`src/rtl/uart_tx_ctrl.sv`:
```
// uart_tx_ctrl: memory-mapped UART transmit controller.
// Buffers CPU byte writes in a small TX FIFO and feeds them one at a time to
// an existing transmitter (tx_din / tx_wr_en / tx_busy), so the CPU no longer
// polls tx_busy per byte.
//
// Register map (CPU data bus):
//   BASE_ADDR+0  DATA    write-only, pushes a byte into the FIFO
//   BASE_ADDR+1  STATUS  {timeout_err, overflow, count[3:0], active, full}
//   BASE_ADDR+2  CTRL    {6'b0, irq_en, enable}; writing bit7=1 clears
//                        overflow and timeout_err (not stored)
//
// Ports:
//   clk, reset_               single clock, async active-low reset
//   m_addr/m_wr_data/m_wr/m_rd/m_en   CPU bus
//   m_rd_data, rd_hit         combinational read data and its "ours" flag
//   tx_din, tx_wr_en          registered byte + one-cycle start pulse
//   tx_busy                   transmitter busy
//   irq                       level interrupt: idle with FIFO drained
module uart_tx_ctrl #(
    parameter logic [10:0] BASE_ADDR    = 11'd101,
    parameter int          FIFO_DEPTH   = 8,
    parameter int          BUSY_TIMEOUT = 16
) (
    input  logic        clk,
    input  logic        reset_,
    input  logic [10:0] m_addr,
    input  logic [7:0]  m_wr_data,
    input  logic        m_wr,
    input  logic        m_rd,
    input  logic        m_en,
    output logic [7:0]  m_rd_data,
    output logic        rd_hit,
    output logic [7:0]  tx_din,
    output logic        tx_wr_en,
    input  logic        tx_busy,
    output logic        irq
);

    localparam int PW = $clog2(FIFO_DEPTH);
    localparam int CW = PW + 1;
    localparam int TW = $clog2(BUSY_TIMEOUT) + 1;
    localparam logic [10:0] STATUS_ADDR = BASE_ADDR + 11'd1;
    localparam logic [10:0] CTRL_ADDR   = BASE_ADDR + 11'd2;

    typedef enum logic [1:0] {IDLE, LOAD, WAIT_HI, WAIT_LO} state_t;

    state_t          state, state_nxt;
    logic [7:0]      mem [FIFO_DEPTH];
    logic [PW-1:0]   wr_ptr, rd_ptr;
    logic [CW-1:0]   count;
    logic [TW-1:0]   tmo_cnt;
    logic            enable, irq_en, overflow, timeout_err;
    logic            full, empty, pop, push, tmo_fire;
    logic            data_wr, ctrl_wr;
    logic [7:0]      status, ctrl;

    // ---- bus decode ----
    assign data_wr = m_en & m_wr & (m_addr == BASE_ADDR);
    assign ctrl_wr = m_en & m_wr & (m_addr == CTRL_ADDR);
    assign rd_hit  = m_en & m_rd & ((m_addr == STATUS_ADDR) | (m_addr == CTRL_ADDR));

    assign full  = (count == CW'(FIFO_DEPTH));
    assign empty = (count == '0);

    // A pop only happens on data already held, so a push into an empty FIFO
    // is never bypassed to the transmitter in the same cycle. A pop frees a
    // slot, so a write landing on a full FIFO's pop edge is accepted.
    assign pop  = (state == IDLE) & enable & ~empty;
    assign push = data_wr & (~full | pop);

    // 4'() zero-extends shallow FIFOs and truncates the count of a full
    // 16-deep FIFO, where the full bit carries the information instead.
    assign status = {timeout_err, overflow, 4'(count), (state != IDLE), full};
    assign ctrl   = {6'b0, irq_en, enable};

    always_comb begin
        m_rd_data = 8'h00;
        if (m_addr == STATUS_ADDR)    m_rd_data = status;
        else if (m_addr == CTRL_ADDR) m_rd_data = ctrl;
    end

    assign irq = irq_en & empty & (state == IDLE);

    // ---- FIFO ----
    always_ff @(posedge clk) begin
        if (push) mem[wr_ptr] <= m_wr_data;
    end

    always_ff @(posedge clk or negedge reset_) begin
        if (!reset_) begin
            wr_ptr <= '0;
            rd_ptr <= '0;
            count  <= '0;
        end else begin
            if (push) wr_ptr <= wr_ptr + 1'b1;
            if (pop)  rd_ptr <= rd_ptr + 1'b1;
            case ({push, pop})
                2'b10:   count <= count + 1'b1;
                2'b01:   count <= count - 1'b1;
                default: count <= count;
            endcase
        end
    end

    // ---- sequencer FSM ----
    always_comb begin
        state_nxt = state;
        tmo_fire  = 1'b0;
        case (state)
            IDLE:    if (pop) state_nxt = LOAD;
            LOAD:    state_nxt = WAIT_HI;
            WAIT_HI: begin
                if (tx_busy) begin
                    state_nxt = WAIT_LO;
                end else if (tmo_cnt == TW'(BUSY_TIMEOUT - 1)) begin
                    // transmitter never took the byte; drop it and move on
                    tmo_fire  = 1'b1;
                    state_nxt = IDLE;
                end
            end
            WAIT_LO: if (!tx_busy) state_nxt = IDLE;
            default: state_nxt = IDLE;
        endcase
    end

    always_ff @(posedge clk or negedge reset_) begin
        if (!reset_) begin
            state    <= IDLE;
            tx_din   <= 8'h00;
            tx_wr_en <= 1'b0;
            tmo_cnt  <= '0;
        end else begin
            state    <= state_nxt;
            // high exactly while in LOAD
            tx_wr_en <= pop;
            if (pop) tx_din <= mem[rd_ptr];
            if (state == LOAD)         tmo_cnt <= '0;
            else if (state == WAIT_HI) tmo_cnt <= tmo_cnt + 1'b1;
        end
    end

    // ---- control / sticky flags ----
    always_ff @(posedge clk or negedge reset_) begin
        if (!reset_) begin
            enable      <= 1'b1;
            irq_en      <= 1'b0;
            overflow    <= 1'b0;
            timeout_err <= 1'b0;
        end else begin
            if (ctrl_wr) begin
                enable <= m_wr_data[0];
                irq_en <= m_wr_data[1];
                if (m_wr_data[7]) begin
                    overflow    <= 1'b0;
                    timeout_err <= 1'b0;
                end
            end
            // a new event in the same cycle as a clear wins, so it is not lost
            if (data_wr & full & ~pop) overflow    <= 1'b1;
            if (tmo_fire)              timeout_err <= 1'b1;
        end
    end

endmodule

```
`config.mk`:
```
export PLATFORM = sky130hd
export DESIGN_NAME = uart_tx_ctrl
export DESIGN_NICKNAME = d
export VERILOG_FILES = /design/src/rtl/uart_tx_ctrl.sv
export SDC_FILE = /design/constraint.sdc
export NUM_CORES = 1
export LEC_CHECK = 0
export ABC_AREA = 1
export CELL_PAD_IN_SITES_DETAIL_PLACEMENT = 0
export CELL_PAD_IN_SITES_GLOBAL_PLACEMENT = 1
export CORE_MARGIN = 2
export CORE_UTILIZATION = 40
export CTS_CLUSTER_SIZE = 10
export DETAILED_ROUTE_END_ITERATION = 10
export MAX_ROUTING_LAYER = met4
export PLACE_DENSITY = 0.75
export SETUP_SLACK_MARGIN = 0.3
export SLEW_MARGIN = 0
export SYNTH_ARGS = -nofsm -noshare
export SYNTH_HDL_FRONTEND = slang
export SYNTH_SLANG_ARGS = --single-unit
```
`constraint.sdc`:
```
create_clock -name clk -period 2.3 [get_ports clk]
set_input_delay 0.345 -clock clk [delete_from_list [all_inputs] [get_ports clk]]
set_output_delay 0.345 -clock clk [all_outputs]
set_load 0.005 [all_outputs]
```
# After elaboration in Yosys (flattened, before gate mapping)
# Memory sizes are Yosys's and may differ from the RTL's. A register that Yosys moved wholly into a read port is not among the register bits.
# Cells that the tools add are included.
[word_totals]
reg_bits = 22
ramBits = 64
inputBits = 25
output_inout_bits = 19
word_cells = 78
mem_count = 1
[memory_table]
columns = ["memory", "depth", "word_bits", "rd", "rd_clocked_by_memory_dff", "write_ports", "line", "text"]
rows = [
  ["mem", 8, 8, 1, 1, 1, "48", "logic [7:0] mem [FIFO_DEPTH];"],
]
[classes]
add_sub_neg = 5
n_eq_ne = 13
n_mux = 19
bitwise = 17
reduce_logical = 13
[op_table]
columns = ["cell", "count"]
rows = [
  ["== test 11 x 7 -> 1 bit (second input constant)", 3],
  ["nonzero test 2 bit", 7],
  ["bitwise AND 1 bit", 12],
  ["2-to-1 mux 2 bit", 5],
  ["2-to-1 mux 5 bit", 2],
  ["2-to-1 mux 1 bit", 9],
  ["2-to-1 mux 8 bit", 1],
  ["one-hot mux 2 bit (4 select lines)", 1],
  ["one-hot mux 4 bit (2 select lines)", 1],
  ["adder 3 x 1 -> 3 bit (second input constant)", 2],
  ["== test 2 bit (second input constant)", 3],
  ["adder 5 x 1 -> 5 bit (second input constant)", 1],
  ["== test 5 x 4 -> 1 bit (second input constant)", 1],
  ["adder 4 x 1 -> 4 bit (second input constant)", 1],
  ["== test 2 x 1 -> 1 bit (second input constant)", 2],
  ["== test 4 bit (second input constant)", 1],
  ["zero test 4 bit", 1],
  ["inequality test 2 bit (second input constant)", 2],
  ["AND reduction 2 bit", 2],
  ["subtractor 4 x 1 -> 4 bit (second input constant)", 1],
  ["inequality test 3 bit (second input constant)", 1],
  ["NOT 1 bit", 3],
  ["AND reduction 3 bit", 1],
  ["zero test 2 bit", 1],
  ["2 further kinds", 3],
]

# Longest topological paths before layout
# Gate-level depths: netlist of run 1.
[logic_depth]
depth_word = 7
depth_mapped = 16
mapped_depth_nobuf = 15

# Least setup slack after synthesis of run 1
# No wires, ideal clock.
[synth_timing]
kind = "register -> register"
startpoint = "register state[0]"
endpoint = "register count[2]"
setup_time_ps = 127
t_arrival_ps = 2069
t_required_ps = 2173
path_slack_ps = 103
stages_incl_launch_ff = 15
path_buffers = 1
synth_period_minus_slack_ps = 2197
path_cell_list = "dfrtp_1 inv_1 ha_1 nand2_1 clkinv_1 nand2_2 inv_1 buf_4 ha_1 nor2_1 nor2_2 ha_1 a21oi_1 xor2_1 o21ai_0"
[synth_between]
elab_chain_len = 7
elab_cells_between_ends = 9
classes_between = "eq/ne: 2; mux: 1; bitwise: 4; reduce/logical: 2"
[synth_lines]
columns = ["item", "line", "text"]
rows = [
  ["start, declared", "47", "state_t state, state_nxt;"],
  ["start signal, assigned", "133", "state <= state_nxt;"],
  ["zero test 2 bit *", "68", "assign pop = (state == IDLE) & enable & ~empty;"],
  ["bitwise AND 1 bit * (2 in a row)", "68", ""],
  ["named net pop", "53", "logic full, empty, pop, push, tmo_fire;"],
  ["OR 1 bit", "69", "assign push = data_wr & (~full | pop);"],
  ["bitwise AND 1 bit", "69", ""],
  ["== test 2 x 1 -> 1 bit or == test 2 bit (tied branches)", "97", "case ({push, pop})"],
  ["one-hot mux 4 bit (2 select lines) or nonzero test 2 bit (tied branches)", "n/a", ""],
  ["end signal, assigned", "98", "2'b10: count <= count + 1'b1;"],
  ["end signal, assigned", "99", "2'b01: count <= count - 1'b1;"],
  ["end signal, assigned", "100", "default: count <= count;"],
  ["end, declared", "50", "logic [CW-1:0] count;"],
]
# Mark *: on every way through the listed nets, which the timed path passes. The rest lies on a longest branch.
# A chain may end at the register's enable or synchronous reset.

# Worst setup path after layout of run 1
[layout_timing]
startpoint = "input port m_addr[1]"
endpoint = "output port m_rd_data[0]"
[layout_between]
elab_chain_len = 3
elab_cells_between_ends = 4
classes_between = "eq/ne: 2; mux: 2"
[layout_lines]
columns = ["item", "line", "text"]
rows = [
  ["start, declared", "26", "input logic [10:0] m_addr,"],
  ["== test 11 x 7 -> 1 bit", "79", "else if (m_addr == CTRL_ADDR) m_rd_data = ctrl;"],
  ["2-to-1 mux 2 bit", "79", ""],
  ["2-to-1 mux 8 bit *", "78", "if (m_addr == STATUS_ADDR) m_rd_data = status;"],
  ["end, declared", "31", "output logic [7:0] m_rd_data,"],
]
# Mark *: on every way between the ends. The rest lies on a longest branch, timed or not.

==> impl_results.md, run 1 <==
* Status: complete, no violations
* Min Hold Slack at between 300 and 400 ps
* Layout cells sized above 1 at a little under a quarter
* Io pins at 44
* Fin crit period at 1910 ps
* Slew @ Worst Pin at between 500 and 600 ps
* Yosys reg bits at between 90 and 100
* Avg Inst Size Synth at 10.5 sq um
* PortBufs at 43
* Crit. End Element: output port
* Antenna Cells at 0
* Cell count after synthesis at about 400
* Routed vias at approximately 3,100
* Cells taking the most area after synthesis: edfxtp_1 45%, dfrtp_1 17%, nor2_1 7.1%
* Fillers at between 900 and 1,000
* TritonCTS Buffers at 9
* Most common cell in the netlist: nor2_1
* Max clock buf depth at 2
* Slew HR at a little over three fifths
* First-pass GRT wire length at about 15,000 microns
* Fin. Hold Viols at 0
* Clk root buf: clkbuf_8
* Core Util, Final at 52.2%
* Vert. Die Dim at about 110 microns
* Clock transition at path regs at around 100 ps
* Power per cell area at 662 nW/um^2
* Synth cell count leaders: 81 x nor2_1, 64 x edfxtp_1, 60 x nand2_1
* Reg-to-reg startpoint: state[1]
* GPL Wtd Cong at 0.782
* TritonRoute pass-1 iters at 4
* Top_reg_cell synth: edfxtp_1
* Initial antenna violation count at 0
* Count of cell types in the netlist at 30
* Layout net count at 530
* Core box area at about 10,000 sq um
* Insertion delay to the later sink of the worst-skew pair at 360 ps
* H-tree depth at 3
* Fmax at 0.524 GHz
* Cell row count at 37
* Largest net degree at the start of global routing at 34
* Post-synthesis cell area at between 4000 and 5000 sq um
* Register area share after synthesis at 62.5%
* Drt via density at a little under 5
* Slew Viols, Final at 0
* Leakage at 2.23 nW
* Maxcap violations at 0
* Crit path max fanout at 5
* Leading area contributor after synthesis: edfxtp_1
* CP startpoint kind: input pin
* Overflow left after global routing at 0
* Drt wl/cell at 14.4 microns
* Synth-to-Final Area Change at 26.5%
* Async SR Flop Fraction at between 30% and 40%
* Post-route ant nets at 0
* Hold_buf cts at 0
* Starting Density at between 40% and 50%
* Synthesis Warnings at 0
* Drt first-iter violations at about 120
* Synthesized Nets at approximately 440
* HP Class: in -> async
* Reg-to-reg slack, setup at about 400 ps
* Critical path class: in -> out
* Post-DP HPWL at roughly 5900 microns
* Design area at 5420 sq um
* DIE WIDTH at 107 microns
* WL final at between 9000 and 10,000 microns
* Worst R2R End: count[2]
* Share of the synthesized area in the top cell type at between 40% and 50%
* Clock Skew at roughly 9 ps
* VDD IR-drop max at 0.263 mV
* Number of global-route vias before repair at 3,155
* CTS tree: done
* Placed cell area at 4990 sq um
* Die ar. at ~12,000 sq um
* Post-synth EDFFs at 64
* Setup violators final at 0
* FF-to-FF path depth at 13
* Residual DRC at 0
* Tot GR Track Use at 17.6%
* WP data arrival at 1560 ps
* Clock tree sinks at 94
* Unrepaired setup endpoints after global routing: true
* Power, Total at 3.59 mW
* WP data required at 1960 ps
* Tcrit/Tclk final at 83.0%
state kept, by name, summed over array words and instances (netlist names):
register / flops
state: 2
wr_ptr: 3
count: 4
mem: 64
rd_ptr: 3
tx_din: 8
timeout_err: 1
irq_en: 1
overflow: 1
tmo_cnt: 5
tx_wr_en: 1
enable: 1
power breakdown:
part	total (mW)	leakage [nW]	switching, mW	internal [mW]
Clock	1.04	0.0965	0.614	0.424
Combinational	0.617	1.16	0.327	0.289
Sequential	1.93	0.971	0.0580	1.87
Total	3.59	2.23	1.00	2.59
layout by cell type, fill, tap and decap left out, types with 12 or more instances in the layout:
cell type and count:
clkdlybuf4s50_1 24, nand2_2 12, nor2_1 76, inv_2 13, nand2_1 52, edfxtp_1 64
inv_1 20, buf_4 39, nand3_1 22, o21ai_1 32, dfrtp_1 28
final cells by class:
cell class,instances,area (sq um),share of cell area (%)
sequential,94,2680,49.4
multi-input combinational,265,1480,27.4
timing repair buffer,88,764,14.1
tap,136,170,3.14
inverter,35,131,2.43
clock buffer,10,128,2.36
clock inverter,6,62.6,1.16
per-stage QoR:
| stage | setup TNS, ps | worst slack [ps] | std cells |
|---|---|---|---|
| 6_report | 0 | 390 | 634 |
| 5_1_grt | 0 | 264 | 634 |
| 4_1_cts | 0 | 254 | 630 |
| 3_5_place_dp | -283 | -80.1 | 598 |
| 3_3_place_gp | -79.3 | -46.4 | 598 |
| 2_1_floorplan | 0 | 308 | 407 |
worst max-delay path by stage:
stage / start / end / slack, ps / depth (start not counted)
6_report: m_addr[1] / m_rd_data[0] / 390 / 8
5_1_grt: state[1] / count[2] / 260 / 13
4_1_cts: m_addr[4] / m_rd_data[1] / 250 / 8
3_5_place_dp: m_addr[9] / m_rd_data[1] / -80 / 7
3_3_place_gp: m_addr[9] / m_rd_data[1] / -50 / 7
2_1_floorplan: state[0] / count[2] / 310 / 15
per-layer routing:
layer / vias to the layer above / GRT usage, % / routed length, microns
met4: 0 / 5.49 / 125
met5: - / - / 0
li1: 1551 / - / -
met3: 11 / 2.72 / 457
met2: 62 / 31.3 / 4770
met1: 1493 / 20.5 / 3760
cells by family after synthesis:
family,after synthesis,share of synthesized area (%)
adder cells (fa/ha/maj),12,3.51
XOR/XNOR,6,1.23
AND/OR/NAND/NOR,191,19.9
buffers and inverters,48,5.73
AO/OA/AOI/OAI,56,7.16
flip-flops,94,62.5
timing repair:
| item | 4_1_cts | 5_1_grt |
|---|---|---|
| pin swaps | 9 | 13 |
| gates resized for setup | 35 | 35 |
| endpoints found under the setup margin | 11 | 11 |
| buffers inserted | 16 | 4 |
worst max-delay path: stages:
cell,delay (ps)
clkdlybuf4s50_1,520
nand3_2,100
inv_2,70
nand2_4,70
buf_6,130
buf_4,120
o22ai_2,80
buf_2,130
Note: power is estimated with default switching activity, not from simulation.
==> inputs of run 2 (changes only) <==
- CORE_UTILIZATION: 40 -> 45
- PLACE_DENSITY: 0.75 -> 0.8
- clock period: 2.3 -> 1.9 ns (I/O delays scaled with it)
==> impl_results.md, run 2 (same netlist as run 1, synthesis figures left out) <==
* Cells after DPL at 608 (+1.7%)
* Layout cells sized above 1 at 32.8% (+9.5 points)
* Fin crit period at ~1800 ps
* Insertion delay to the later sink of the worst-skew pair at 370 ps (about the same)
* Reg-to-reg slack, setup at 80 ps (-320 ps)
* Drt via density at 4.95 (+0.74%)
* Crit path max fanout at 4 (-1)
* Maxcap violations at 0 (unchanged)
* Routed vias at 3,239 (+3.9%)
* Power, Total at 4.50 mW (+26%)
* Tcrit/Tclk final at a little over nine tenths
* Status: complete, no violations
* Unrepaired setup endpoints after global routing: true
* Clock transition at path regs at 100 ps (about the same)
* Max reg flops at 64 (unchanged)
* Residual DRC at 0 (unchanged)
* Fmax at approximately 0.55 GHz
* Clk root buf: clkbuf_8
* Setup ws final at 78.7 ps (-312 ps)
* H-tree depth at 3 (unchanged)
* Biggest register: mem
* WP data required at 2170 ps (+210 ps)
* Reg-to-reg startpoint: state[0]
* Clock tree sinks at 94 (unchanged)
* TritonCTS Buffers at 9 (unchanged)
* Critical path class: reg -> reg
* Non-filler cells, final at 654 (+3.2%)
* Io pins at 44 (unchanged)
* Max clock buf depth at 2 (unchanged)
* WL final at 9790 microns (+7.4%)
* DIE WIDTH at 102 microns (-5.5%)
* Clock Skew at 12.3 ps (+3.07 ps)
* WP data arrival at 2090 ps (+530 ps)
* FF+latch area at 2670 sq um (about the same)
* Overflow left after global routing at 0 (unchanged)
* CP startpoint kind: flip-flop
* Post-route ant nets at 0 (unchanged)
* HP Class: in -> async
* Min Hold Slack at 313 ps (-76.2 ps)
* Core box area at 9240 sq um (-11%)
* Slew HR at 62.0% (-0.66 points)
* CTS tree: done
* FF-to-FF path depth at 13 (unchanged)
* Vert. Die Dim at 102 microns (-5.5%)
* Die ar. at 10,300 sq um (-11%)
* Setup violators final at 0 (unchanged)
* Biggest regs: mem: 64 flops, tx_din: 8 flops, tmo_cnt: 5 flops
* Layout net count at 557 (+5.1%)
* Starting Density at 46.3% (+5.0 points)
* PortBufs at 43 (unchanged)
* Highest-count cells in the layout ignoring fill and taps: 64 x nor2_1, 64 x edfxtp_1, 50 x nand2_1
* Slew @ Worst Pin at 569 ps (+9.92 ps)
* First-pass GRT wire length at 15,600 microns (+4.5%)
* Power per cell area at 771 nW/um^2 (+16%)
* Cell row count at 35 (-5.4%)
* Number of global-route vias before repair at 3,157 (+0.063%)
* Setup WS pre-CTS at -393 ps (-313 ps)
* Fillers at 738 (-20%)
* Crit. End Element: flip-flop
* Slew Viols, Final at 0 (unchanged)
* GPL Wtd Cong at 0.881 (+13%)
* Leakage at 2.40 nW (+7.8%)
* Initial antenna violation count at 0 (unchanged)
* VDD IR-drop max at 0.348 mV (+33%)
* Largest net degree at the start of global routing at 34 (unchanged)
* Tot GR Track Use at 20.9% (+3.3 points)
* Worst R2R End: count[2]
* Multi-input logic area at 1650 sq um (+11%)
* Fin. Hold Viols at 0 (unchanged)
* Drt wl/cell at 15.0 microns (+4.1%)
* Synth-to-Final Area Change at 36.5%
* TritonRoute pass-1 iters at 4 (unchanged)
* Antenna Cells at 0 (unchanged)
* Post-DP HPWL at 6430 microns (+9.1%)
* Drt first-iter violations at 182 (+47%)
run 2: cell count changes in the layout (fill, tap and decap cells not counted), sizes merged:
cell,previous run,this run
clkbuf,12,15
buf,48,81
dlymetal6s2s,3,0
clkdlybuf4s50,24,22
clkdlybuf4s15,4,2
dlygate4sd2,7,5
run 2: area by class of cell:
class,instances,area share [%]
timing repair buffer,115,17.8
tap,129,2.76
clock inverter,6,0.878
multi-input combinational,265,28.3
clock buffer,10,2.18
sequential,94,45.8
inverter,35,2.35
run 2: metrics by stage:
step / utilization [%] / area (sq um) / TNS [ps]
floorplan: - / 4360 / -24.3
global placement: 56.0 / 5180 / -17570
detailed placement: 56.0 / 5180 / -19090
CTS: 60.8 / 5620 / 0
global route: 63.2 / 5840 / -17.5
finish: 63.2 / 5840 / 0
run 2: worst max-delay path: stages (launching register included):
cell     delay (ps)
dfrtp_1         380
inv_2            60
ha_4            170
nand2_4          70
nand4_4         120
nand2_4         100
ha_4            170
nand2_2          70
inv_2            60
nor2_4           50
ha_4            150
a21oi_2         110
xor2_1          140
o21ai_1          70
run 2: metal layers:
metal	global-route usage (%)	vias to the layer above	part of all wire [%]
met4	9.67	0	2.3
met2	33.0	76	49
met5	-	-	0
met3	3.45	19	3.6
met1	26.5	1536	45
li1	-	1608	-
run 2: what timing repair did:
action                     in CTS  in global routing
setup endpoints to repair      78                 80
pin swaps                      21                 26
hold buffers                    0                  0
resized for setup              93                 50
buffers inserted               19                 11
run 2: worst max-delay path by stage:
stage	startpoint	to	slack (ps)	cells after the start
final	state[0]	count[2]	80	13
after floorplan	state[0]	count[2]	-20	15
after detailed placement	m_addr[5]	count[2]	-390	14
after global placement	m_addr[6]	mem[6][1]	-350	9
after CTS	state[1]	count[2]	100	14
after global routing	state[0]	count[2]	-20	13
run 2: where the power goes:
part           total (mW)  leakage (nW)  switching [mW]  internal [mW]
sequential           2.33         0.971          0.0590           2.27
combinational       0.934          1.34           0.470          0.464
clock                1.24        0.0936           0.745          0.500
==> edit (config.mk and constraints of run 1) <==
Reset style: synchronous (`reset_`), changed in 3 clocked blocks. Comments in the files are not updated.
--- a/src/rtl/uart_tx_ctrl.sv
+++ b/src/rtl/uart_tx_ctrl.sv
@@ -88,3 +88,3 @@
 
-    always_ff @(posedge clk or negedge reset_) begin
+    always_ff @(posedge clk) begin
         if (!reset_) begin
@@ -125,3 +125,3 @@
 
-    always_ff @(posedge clk or negedge reset_) begin
+    always_ff @(posedge clk) begin
         if (!reset_) begin
@@ -142,3 +142,3 @@
     // ---- control / sticky flags ----
-    always_ff @(posedge clk or negedge reset_) begin
+    always_ff @(posedge clk) begin
         if (!reset_) begin
Behaviour: differs if reset_ is asserted again (counterexample within 4 cycles, from zero or initial values and one cycle with reset_ low); with reset_ held inactive, the same outputs for 10 cycles.
==> edit against run 1 <==
Worst setup slack got worse by 60 ps. Area after synthesis down 4.3%. Cell count down 1.6%. Final area fell by 5.4%. Sequential cell count is the same. Wire length shrank 2.0%. Critical path depth down 1. Synthesized cell count increased by 1.7%. Critical endpoint is now m_rd_data[1].
Power is not compared: it rests on default switching activity, and its combinational part moved more than twofold at a synthesized area within 25%.
==> edit: results (changes against run 1) <==
Post-synthesis adder-cell area fraction -> 2.14% (-1.4 points)
Syn avg cell area -> 9.89 um^2 (-5.9%)
Final Non-Filler Cells -> 624 (-1.6%)
CP max FO -> 3 (-2)
Data arrival, critical path -> 1630 ps (+70 ps)
Worst hold path type -> register to register
WL met3 -> 392 um (-14%)
RR Startpoint -> state[1]
Synth top cells by count -> nor2_1 (82), edfxtp_1 (64), nand2_1 (46), o21ai_0 (41), inv_1 (36)
Dpl ws -> -142 ps (-62.0 ps)
Status -> finished clean
Layout cells sized above 1 -> 19.3% (-3.9 points)
Global-route track usage on met2 -> 27.2% (-4.1 points)
DP Cell Count -> 603 (+0.84%)
GRT met1 Usage -> 22.8% (+2.3 points)
Via/cell ratio -> 4.91 (-0.22%)
Fillers -> 885 (-4.1%)
WL met2 -> 4270 um (-10%)
Asr flop ratio synth -> 0% (-32 points)
Top post-synthesis cells by area -> edfxtp_1 (47%), dfxtp_1 (15%), nor2_1 (7.5%), o21ai_0 (5.0%), nand2_1 (4.2%)
Number of global-route vias before repair -> 2805 (-11%)
Slew @ Worst Pin -> 535 ps (-24.6 ps)
Area after DPL -> 0.00483 mm^2 (-3.3%)
Post-DP HPWL -> 5920 um (+0.47%)
Largest stage delay on the critical path -> 460 ps (-60 ps)
Met3 Use GR -> 2.37% (-0.35 points)
All-Layer GR Usage -> 17.2% (-0.35 points)
Post-Route M1 WL -> 4130 um (+9.8%)
First-pass GRT wire length -> 14400 um (-3.4%)
Area Overhead vs Synth -> 25.1%
Sequential fraction of the synthesis area -> 61.6% (-0.87 points)
[edit: changes by cell type in the layout (fill, tap and decap cells not counted), sizes merged, moves of 4 or more]
cell / run 1 / this run
dfrtp: 29 / 0
dfxtp: 0 / 30
nand4: 9 / 2
nand2: 65 / 50
a21oi: 6 / 25
xor2: 5 / 1
o21ai: 38 / 42
buf: 48 / 38
clkdlybuf4s15: 4 / 0
nor3: 1 / 7
ha: 12 / 7
[edit: worst paths after layout]
path	endpoint	cells past startpoint	slack [ps]
worst max-delay path	m_rd_data[1]	7	330
worst min-delay path	tx_din[3]	2	470
worst max register to register	count[2]	12	430
worst min register to register	tx_din[3]	2	470
[edit: final cells by class]
type / instances / share of cell area [%]
well taps: 133 / 3.25
flip-flops and latches: 94 / 49.3
clock inverters: 5 / 1.07
repair buffers: 74 / 12.2
clock buffers: 11 / 2.98
multi-input cells: 267 / 28.2
inverters: 40 / 2.98
[edit: timing repair]
action	in CTS	in global routing
setup buffers	5	0
gates resized for setup	58	16
pin swaps	18	6
setup endpoints to repair	13	17
